==> src/rtl/pixel_arb_pkg.sv <==
`default_nettype none
// ============================================================================
// Module   : pixel_arb_pkg
// Desc     : Shared widths and types for the PixelOCM round-robin arbiter.
// Revision : 1.0
// ============================================================================
package pixel_arb_pkg;

    localparam int PIX_ADDR_W = 10;
    localparam int PIX_DATA_W = 32;
    localparam int PIX_BE_W   = 4;
    localparam int REQ_ID_W   = 3;

    typedef enum logic [0:0] {
        IDLE = 1'b0,
        OWN  = 1'b1
    } arb_state_t;

    typedef struct packed {
        logic                valid;
        logic [REQ_ID_W-1:0] id;
    } rd_tag_t;

endpackage
`default_nettype wire

==> src/rtl/pixel_ocm_arbiter_if.sv <==
`default_nettype none
// ============================================================================
// Module   : pixel_ocm_arbiter_if
// Desc     : Requester-side and PixelOCM-side Avalon-MM bundle of the arbiter.
// Revision : 1.0
// ============================================================================
interface pixel_ocm_arbiter_if
    import pixel_arb_pkg::*;
#(
    parameter int N_REQ = 3
);
    logic [N_REQ-1:0]            m_read;
    logic [N_REQ-1:0]            m_write;
    logic [N_REQ*PIX_ADDR_W-1:0] m_address;
    logic [N_REQ*PIX_BE_W-1:0]   m_byteenable;
    logic [N_REQ*PIX_DATA_W-1:0] m_writedata;
    logic [N_REQ-1:0]            m_waitrequest;
    logic [PIX_DATA_W-1:0]       m_readdata;
    logic [N_REQ-1:0]            m_readdatavalid;

    logic                        AVL_READ;
    logic                        AVL_WRITE;
    logic                        AVL_CS;
    logic [PIX_ADDR_W-1:0]       AVL_ADDRESS;
    logic [PIX_BE_W-1:0]         AVL_BYTE_EN;
    logic [PIX_DATA_W-1:0]       AVL_WRITEDATA;
    logic [PIX_DATA_W-1:0]       AVL_READDATA;
    logic                        AVL_WAIT_REQUEST;

    // Arbiter view: slave to the requesters, master to the PixelOCM.
    modport slave (
        input  m_read, m_write, m_address, m_byteenable, m_writedata,
        output m_waitrequest, m_readdata, m_readdatavalid,
        output AVL_READ, AVL_WRITE, AVL_CS, AVL_ADDRESS, AVL_BYTE_EN, AVL_WRITEDATA,
        input  AVL_READDATA, AVL_WAIT_REQUEST
    );

    modport master (
        output m_read, m_write, m_address, m_byteenable, m_writedata,
        input  m_waitrequest, m_readdata, m_readdatavalid,
        input  AVL_READ, AVL_WRITE, AVL_CS, AVL_ADDRESS, AVL_BYTE_EN, AVL_WRITEDATA,
        output AVL_READDATA, AVL_WAIT_REQUEST
    );

endinterface
`default_nettype wire

==> src/rtl/pixel_arb_rr_picker.sv <==
`default_nettype none
// ============================================================================
// Module   : pixel_arb_rr_picker
// Desc     : Combinational round-robin search upward from ptr with wrap-around.
// Revision : 1.0
// ============================================================================
module pixel_arb_rr_picker
    import pixel_arb_pkg::*;
#(
    parameter int N_REQ = 3
)(
    input  logic [N_REQ-1:0]    req,
    input  logic [REQ_ID_W-1:0] ptr,
    output logic [REQ_ID_W-1:0] winner,
    output logic                any
);

    logic [N_REQ-1:0] rot;

    // Rotate so that bit 0 is the requester at ptr; ptr is always < N_REQ.
    assign rot = N_REQ'({req, req} >> ptr);

    always_comb begin
        int pos;
        winner = '0;
        any    = 1'b0;
        pos    = 0;
        // Descending scan: the lowest rotated index is written last and wins.
        for (int k = N_REQ - 1; k >= 0; k--) begin
            if (rot[k]) begin
                pos = int'(ptr) + k;
                if (pos >= N_REQ) begin
                    pos = pos - N_REQ;
                end
                winner = REQ_ID_W'(pos);
                any    = 1'b1;
            end
        end
    end

endmodule
`default_nettype wire

==> src/rtl/pixel_ocm_arbiter.sv <==
`default_nettype none
// ============================================================================
// Module   : pixel_ocm_arbiter
// Desc     : Round-robin, hold-bounded arbiter in front of the PixelOCM with
//            tagged read-data routing. Optional macro: PIXEL_ARB_PERF_EN.
// Revision : 1.0
// ============================================================================
module pixel_ocm_arbiter
    import pixel_arb_pkg::*;
#(
    parameter int N_REQ    = 3,
    parameter int MAX_HOLD = 4,
    parameter int RD_LAT   = 1
)(
    input  logic                 Clk,
    input  logic                 Reset_n,
    pixel_ocm_arbiter_if.slave   bus,
    output logic [REQ_ID_W-1:0]  grant_id,
    output logic                 busy
`ifdef PIXEL_ARB_PERF_EN
   ,input  logic                 perf_clr,
    output logic [N_REQ*16-1:0]  wait_cnt
`endif
);

    localparam int HOLD_W = 4;

    arb_state_t            state, state_nxt;
    logic [REQ_ID_W-1:0]   rr_ptr, ptr_nxt, grant_nxt, winner;
    logic [HOLD_W-1:0]     hold_cnt, hold_nxt;
    logic [N_REQ-1:0]      req_vec;
    logic                  any_req;
    logic                  own_rd, own_wr, own_req, accept, rd_accept, release_grant;
    logic [PIX_ADDR_W-1:0] own_addr;
    logic [PIX_BE_W-1:0]   own_be;
    logic [PIX_DATA_W-1:0] own_wdata;
    rd_tag_t               tag_pipe [RD_LAT];

    assign req_vec = bus.m_read | bus.m_write;

    pixel_arb_rr_picker #(.N_REQ(N_REQ)) u_picker (
        .req    (req_vec),
        .ptr    (rr_ptr),
        .winner (winner),
        .any    (any_req)
    );

    always_comb begin
        own_rd    = 1'b0;
        own_wr    = 1'b0;
        own_addr  = '0;
        own_be    = '0;
        own_wdata = '0;
        for (int i = 0; i < N_REQ; i++) begin
            if (grant_id == REQ_ID_W'(i)) begin
                own_rd    = bus.m_read[i];
                own_wr    = bus.m_write[i];
                own_addr  = bus.m_address[i*PIX_ADDR_W +: PIX_ADDR_W];
                own_be    = bus.m_byteenable[i*PIX_BE_W +: PIX_BE_W];
                own_wdata = bus.m_writedata[i*PIX_DATA_W +: PIX_DATA_W];
            end
        end
    end

    assign own_req           = own_rd | own_wr;
    assign bus.AVL_ADDRESS   = own_addr;
    assign bus.AVL_BYTE_EN   = own_be;
    assign bus.AVL_WRITEDATA = own_wdata;

    always_ff @(posedge Clk) begin
        if (!Reset_n) begin
            state    <= IDLE;
            rr_ptr   <= '0;
            hold_cnt <= '0;
            grant_id <= '0;
        end else begin
            state    <= state_nxt;
            rr_ptr   <= ptr_nxt;
            hold_cnt <= hold_nxt;
            grant_id <= grant_nxt;
        end
    end

    always_comb begin
        state_nxt         = state;
        ptr_nxt           = rr_ptr;
        hold_nxt          = hold_cnt;
        grant_nxt         = grant_id;
        accept            = 1'b0;
        rd_accept         = 1'b0;
        release_grant     = 1'b0;
        bus.AVL_READ      = 1'b0;
        bus.AVL_WRITE     = 1'b0;
        bus.AVL_CS        = 1'b0;
        bus.m_waitrequest = '1;
        case (state)
            IDLE: begin
                if (any_req) begin
                    grant_nxt = winner;
                    hold_nxt  = '0;
                    state_nxt = OWN;
                end
            end
            OWN: begin
                // Write has priority when the owner raises both strobes.
                bus.AVL_WRITE = own_wr;
                bus.AVL_READ  = own_rd & ~own_wr;
                bus.AVL_CS    = own_req;
                for (int i = 0; i < N_REQ; i++) begin
                    if (grant_id == REQ_ID_W'(i)) begin
                        bus.m_waitrequest[i] = bus.AVL_WAIT_REQUEST;
                    end
                end
                accept        = own_req & ~bus.AVL_WAIT_REQUEST;
                rd_accept     = accept & ~own_wr;
                release_grant = ~own_req | (accept & (hold_cnt == HOLD_W'(MAX_HOLD - 1)));
                if (accept) begin
                    hold_nxt = hold_cnt + 4'd1;
                end
                if (release_grant) begin
                    hold_nxt  = '0;
                    state_nxt = IDLE;
                    ptr_nxt   = (grant_id == REQ_ID_W'(N_REQ - 1)) ? '0 : grant_id + 3'd1;
                end
            end
            default: state_nxt = IDLE;
        endcase
    end

    // Tags follow the PixelOCM read latency; reset discards anything in flight.
    always_ff @(posedge Clk) begin
        if (!Reset_n) begin
            for (int k = 0; k < RD_LAT; k++) begin
                tag_pipe[k] <= '0;
            end
        end else begin
            tag_pipe[0] <= {rd_accept, grant_id};
            for (int k = 1; k < RD_LAT; k++) begin
                tag_pipe[k] <= tag_pipe[k-1];
            end
        end
    end

    always_comb begin
        for (int i = 0; i < N_REQ; i++) begin
            bus.m_readdatavalid[i] = tag_pipe[RD_LAT-1].valid &&
                                     (tag_pipe[RD_LAT-1].id == REQ_ID_W'(i));
        end
    end

    assign bus.m_readdata = bus.AVL_READDATA;
    assign busy           = (state == OWN);

`ifdef PIXEL_ARB_PERF_EN
    logic [15:0] wait_cnt_q [N_REQ];

    always_ff @(posedge Clk) begin
        for (int i = 0; i < N_REQ; i++) begin
            if (!Reset_n || perf_clr) begin
                wait_cnt_q[i] <= '0;
            end else if (req_vec[i] && bus.m_waitrequest[i] && (wait_cnt_q[i] != 16'hFFFF)) begin
                wait_cnt_q[i] <= wait_cnt_q[i] + 16'd1;
            end
        end
    end

    for (genvar g = 0; g < N_REQ; g++) begin : g_wait_cnt
        assign wait_cnt[g*16 +: 16] = wait_cnt_q[g];
    end
`endif

endmodule
`default_nettype wire

==> src/flat_wrapper.sv <==
// flat-port wrapper written by rule: the top's interface ports become plain ports
module pixel_ocm_arbiter_flat import pixel_arb_pkg::*;
#(
    parameter int N_REQ    = 3,
    parameter int MAX_HOLD = 4,
    parameter int RD_LAT   = 1
)
  (Clk, Reset_n, grant_id, busy, bus_m_read, bus_m_write, bus_m_address, bus_m_byteenable, bus_m_writedata, bus_m_waitrequest, bus_m_readdata, bus_m_readdatavalid, bus_AVL_READ, bus_AVL_WRITE, bus_AVL_CS, bus_AVL_ADDRESS, bus_AVL_BYTE_EN, bus_AVL_WRITEDATA, bus_AVL_READDATA, bus_AVL_WAIT_REQUEST);
  pixel_ocm_arbiter_if #(.N_REQ(N_REQ)) bus_i ();
  input  logic Clk;
  input  logic Reset_n;
  output logic [REQ_ID_W-1:0] grant_id;
  output logic busy;
  input wire logic [$bits(bus_i.m_read)-1:0] bus_m_read;
  input wire logic [$bits(bus_i.m_write)-1:0] bus_m_write;
  input wire logic [$bits(bus_i.m_address)-1:0] bus_m_address;
  input wire logic [$bits(bus_i.m_byteenable)-1:0] bus_m_byteenable;
  input wire logic [$bits(bus_i.m_writedata)-1:0] bus_m_writedata;
  output wire logic [$bits(bus_i.m_waitrequest)-1:0] bus_m_waitrequest;
  output wire logic [$bits(bus_i.m_readdata)-1:0] bus_m_readdata;
  output wire logic [$bits(bus_i.m_readdatavalid)-1:0] bus_m_readdatavalid;
  output wire logic [$bits(bus_i.AVL_READ)-1:0] bus_AVL_READ;
  output wire logic [$bits(bus_i.AVL_WRITE)-1:0] bus_AVL_WRITE;
  output wire logic [$bits(bus_i.AVL_CS)-1:0] bus_AVL_CS;
  output wire logic [$bits(bus_i.AVL_ADDRESS)-1:0] bus_AVL_ADDRESS;
  output wire logic [$bits(bus_i.AVL_BYTE_EN)-1:0] bus_AVL_BYTE_EN;
  output wire logic [$bits(bus_i.AVL_WRITEDATA)-1:0] bus_AVL_WRITEDATA;
  input wire logic [$bits(bus_i.AVL_READDATA)-1:0] bus_AVL_READDATA;
  input wire logic [$bits(bus_i.AVL_WAIT_REQUEST)-1:0] bus_AVL_WAIT_REQUEST;
  assign bus_i.m_read = bus_m_read;
  assign bus_i.m_write = bus_m_write;
  assign bus_i.m_address = bus_m_address;
  assign bus_i.m_byteenable = bus_m_byteenable;
  assign bus_i.m_writedata = bus_m_writedata;
  assign bus_m_waitrequest = bus_i.m_waitrequest;
  assign bus_m_readdata = bus_i.m_readdata;
  assign bus_m_readdatavalid = bus_i.m_readdatavalid;
  assign bus_AVL_READ = bus_i.AVL_READ;
  assign bus_AVL_WRITE = bus_i.AVL_WRITE;
  assign bus_AVL_CS = bus_i.AVL_CS;
  assign bus_AVL_ADDRESS = bus_i.AVL_ADDRESS;
  assign bus_AVL_BYTE_EN = bus_i.AVL_BYTE_EN;
  assign bus_AVL_WRITEDATA = bus_i.AVL_WRITEDATA;
  assign bus_i.AVL_READDATA = bus_AVL_READDATA;
  assign bus_i.AVL_WAIT_REQUEST = bus_AVL_WAIT_REQUEST;
  pixel_ocm_arbiter #(.N_REQ(N_REQ), .MAX_HOLD(MAX_HOLD), .RD_LAT(RD_LAT)) u_core (.Clk(Clk), .Reset_n(Reset_n), .bus(bus_i), .grant_id(grant_id), .busy(busy));
endmodule
==> config.mk <==
export PLATFORM = sky130hd
export DESIGN_NAME = pixel_ocm_arbiter_flat
export DESIGN_NICKNAME = d
export VERILOG_FILES = /design/src/rtl/pixel_arb_pkg.sv /design/src/rtl/pixel_ocm_arbiter_if.sv /design/src/rtl/pixel_arb_rr_picker.sv /design/src/rtl/pixel_ocm_arbiter.sv /design/src/flat_wrapper.sv
export SDC_FILE = /design/constraint.sdc
export NUM_CORES = 1
export LEC_CHECK = 0
export ABC_AREA = 1
export CAP_MARGIN = 20
export CORE_AREA = 2 2 106 108
export CTS_CLUSTER_DIAMETER = 150
export CTS_CLUSTER_SIZE = 24
export DETAILED_ROUTE_END_ITERATION = 6
export DIE_AREA = 0 0 108 110
export GPL_ROUTABILITY_DRIVEN = 0
export PLACE_DENSITY = 0.66
export SETUP_SLACK_MARGIN = 0.4
export SYNTH_ARGS = -nofsm -noshare
export SYNTH_HDL_FRONTEND = slang
export SYNTH_SLANG_ARGS = --single-unit
export TNS_END_PERCENT = 5
==> constraint.sdc <==
create_clock -name Clk -period 2 [get_ports Clk]
set_input_delay 0.4 -clock Clk [delete_from_list [all_inputs] [get_ports Clk]]
set_output_delay 0.4 -clock Clk [all_outputs]
set_load 0.05 [all_outputs]
==> key figures <==
Finish
  – Nets@finish: 810
  – P&R area growth vs syn: 144.2%
  – # fillers: slightly below 1000
  – # diodes: 0
  – Multi-input gate area: 1891 um^2
  – FF/Latch Area: ~310 um^2
  – Most common cell after layout, fill and taps aside: nand2_1
  – Final core occ: 0.5130
  – Highest-count cells in the layout ignoring fill and taps: nand2_1, clkdlybuf4s50_1, buf_12
  – Layout cell share with drive strength beyond 1: 0.3006
  – Finished Layout Cells: 762

Outcome
  – Failing checks: setup timing
  – Status: complete, but fails checks

Worst setup path
  – Crit-path max FO: 3
  – Crit path required time: around 1600 ps
  – Reg2Reg Depth: 9
  – CP startpoint kind: input port
  – Setup crit end kind: primary output
  – CP arrival: 1650 ps
  – CP Class: input port to primary output

STA
  – Slew Limit Fails: 0
  – Final worst-path cycle share: 1.025
  – Rel. slew slack: 0.6663
  – Setup ws final: -50.30 ps
  – Worst slew pin tran: 499.7 ps
  – Final min period: 2050 ps
  – FMAX: between 400 and 500 MHz
  – Clk_skew: approximately 5.4 ps
  – RSZ-0062 raised after global routing: yes
  – Setup Viol. Count Final: 12
  – Fin. Hold Viols: 0

Global route
  – Largest net degree at the start of global routing: 27
  – GRT overflow: 0
  – Antenna violations before repair: 1
  – All-Layer GR Usage: 0.1805
  – Global-route wire length before repair: 16940 um
  – Number of global-route vias before repair: roughly 3500

Clocking
  – Worst skew pair latency: 260 ps
  – CTS Sinks: 15
  – H-tree levels: 1
  – Clock Path Buffers: 2
  – CTS tree: done
  – CTS Buf Count: 3
  – CTS Hold Buffers Added: 0
  – Clock Pin Slew Worst Setup and Hold Paths: 70 ps
  – CTS Root Cell: clkbuf_8

Logic synthesis
  – Avg Inst Size Synth: 5.338 um^2
  – Post-synth top area share: 0.3090
  – Async SR Flop Fraction: 0
  – Library cells used by synthesis: 33
  – Ys Warns: 0
  – Sequential area share after synthesis: 0.1336
  – Mapped Cells: between 400 and 500
  – Mapped Area: 2247 um^2
  – Synthesis-stage register bit count: 15
  – Yosys top cell by area: nand2_1
  – Syn Nets: 608
  – Most common flop cell mapped by yosys: dfxtp_1
  – Post-synth EDFFs: 0
  – Ranking of synthesized cells by area: nand2_1, nand3_1, dfxtp_1, buf_4, nor2_1

Detailed routing
  – Via count: 3493
  – Total wire length: 11750 um
  – Drt first pass iters: 4
  – WL/cell: 15.42 um
  – Starting DRT DRC Count: 159
  – Final ANT Viol Nets: 0
  – Vias/cell: 4.584
  – DRC: 0

Hold path
  – Min-Delay Path Depth: 2
  – Min-delay worst type: input port to register

Pwr
  – PD cells: between 1500 and 2000 nW/um^2
  – Total power: 0.01034 W
  – Leak pwr: 2.505 nW
  – Worst vdd ir: ~1.4 mV

Run
  – Max Cap Viol: 0

Floorplanning
  – Core area: between 10000 and 15000 um^2
  – Initial Util: 0.2101
  – IO Pins: 270
  – Die Width: 108 um
  – Cell Rows: 38
  – Die area: approximately 12000 um^2
  – Die height: around 110 um

Placement
  – Input/output buffers: 205
  – DP Wirelength: 9313 um
  – Inst Count DP: 739
## logic make-up after synthesis
group,count (synthesis),share of synthesized area
AO/OA/AOI/OAI,31,0.08073
adder cells (fa/ha/maj),8,0.04455
XOR/XNOR,5,0.01949
buffers and inverters,72,0.1771
AND/OR/NAND/NOR,290,0.5445
flip-flops,15,0.1336
## state kept, by name, indices dropped and copies added (netlist names)
name	cells
u_core.hold_cnt	4
u_core.rr_ptr	3
u_core.grant_id	3
u_core.busy	1
u_core.tag_pipe	4
## what timing repair did
| action | CTS | global route |
|---|---|---|
| resized for setup | 34 | 30 |
| endpoints found under the setup margin | 67 | 68 |
| buffers inserted | 14 | 1 |
| pin swaps | 10 | 19 |
| gates cloned | 4 | 0 |
## final cells by class
class	instances	share of cell area
multi-input combinational	334	0.3445
timing repair buffer	246	0.5420
tap	140	0.03192
inverter	23	0.01619
clock inverter	1	0.0009120
clock buffer	3	0.007524
sequential	15	0.05700
## worst paths after layout
check | startpoint | end | slack [ps]
max | bus_m_read[0] | bus_AVL_READ | -50
min | bus_AVL_WAIT_REQUEST | u_core.tag_pipe[0][3] | 420
max reg2reg | u_core.rr_ptr[2] | u_core.grant_id[1] | 130
min reg2reg | u_core.hold_cnt[1] | u_core.hold_cnt[1] | 510
## metal layers
metal | GRT usage | vias up | wire, um
met2 | 0.3347 | 152 | 6094
met3 | 0.04821 | 39 | 1072
met4 | 0.06960 | 2 | 381
met5 | 0 | - | 13
li1 | - | 1717 | -
met1 | 0.1958 | 1583 | 4187
## where the power goes
part	internal (W)	total [W]	switching (W)
Combinational	0.00433	0.00957	0.00524
Sequential	0.000398	0.000519	0.000121
Clock	0.000138	0.000258	0.000120
Total	0.00487	0.0103	0.00548
## cells in the mapped netlist (3+ instances only)
cell	n
nand3_1	62
buf_1	4
nand2_2	4
buf_2	3
clkbuf_1	9
a21oi_1	11
nor2_1	27
buf_4	33
inv_1	15
o21ai_1	3
dfxtp_1	15
nand2_1	185
inv_2	7
o21ai_0	9
xor2_1	4
ha_1	8
## worst max-delay path: stages
cell,delay [ps]
clkdlybuf4s50_1,490
o21ai_0,80
nand2_1,110
o21ai_2,110
nor3b_4,280
buf_12,170
## stage by stage
step	setup WS [ps]	TNS (ps)	instance area, um^2	hold WS, ps
2_1_floorplan	128.1	0	2464	472.1
3_3_place_gp	-74.32	-257.9	5004	501.5
3_5_place_dp	-127.9	-917.9	5004	500.4
4_1_cts	-111.9	-2043	5416	509.0
5_1_grt	-134.3	-3010	5488	427.1
6_report	-50.30	-159.4	5488	422.1
(Power assumes the default switching activity.)
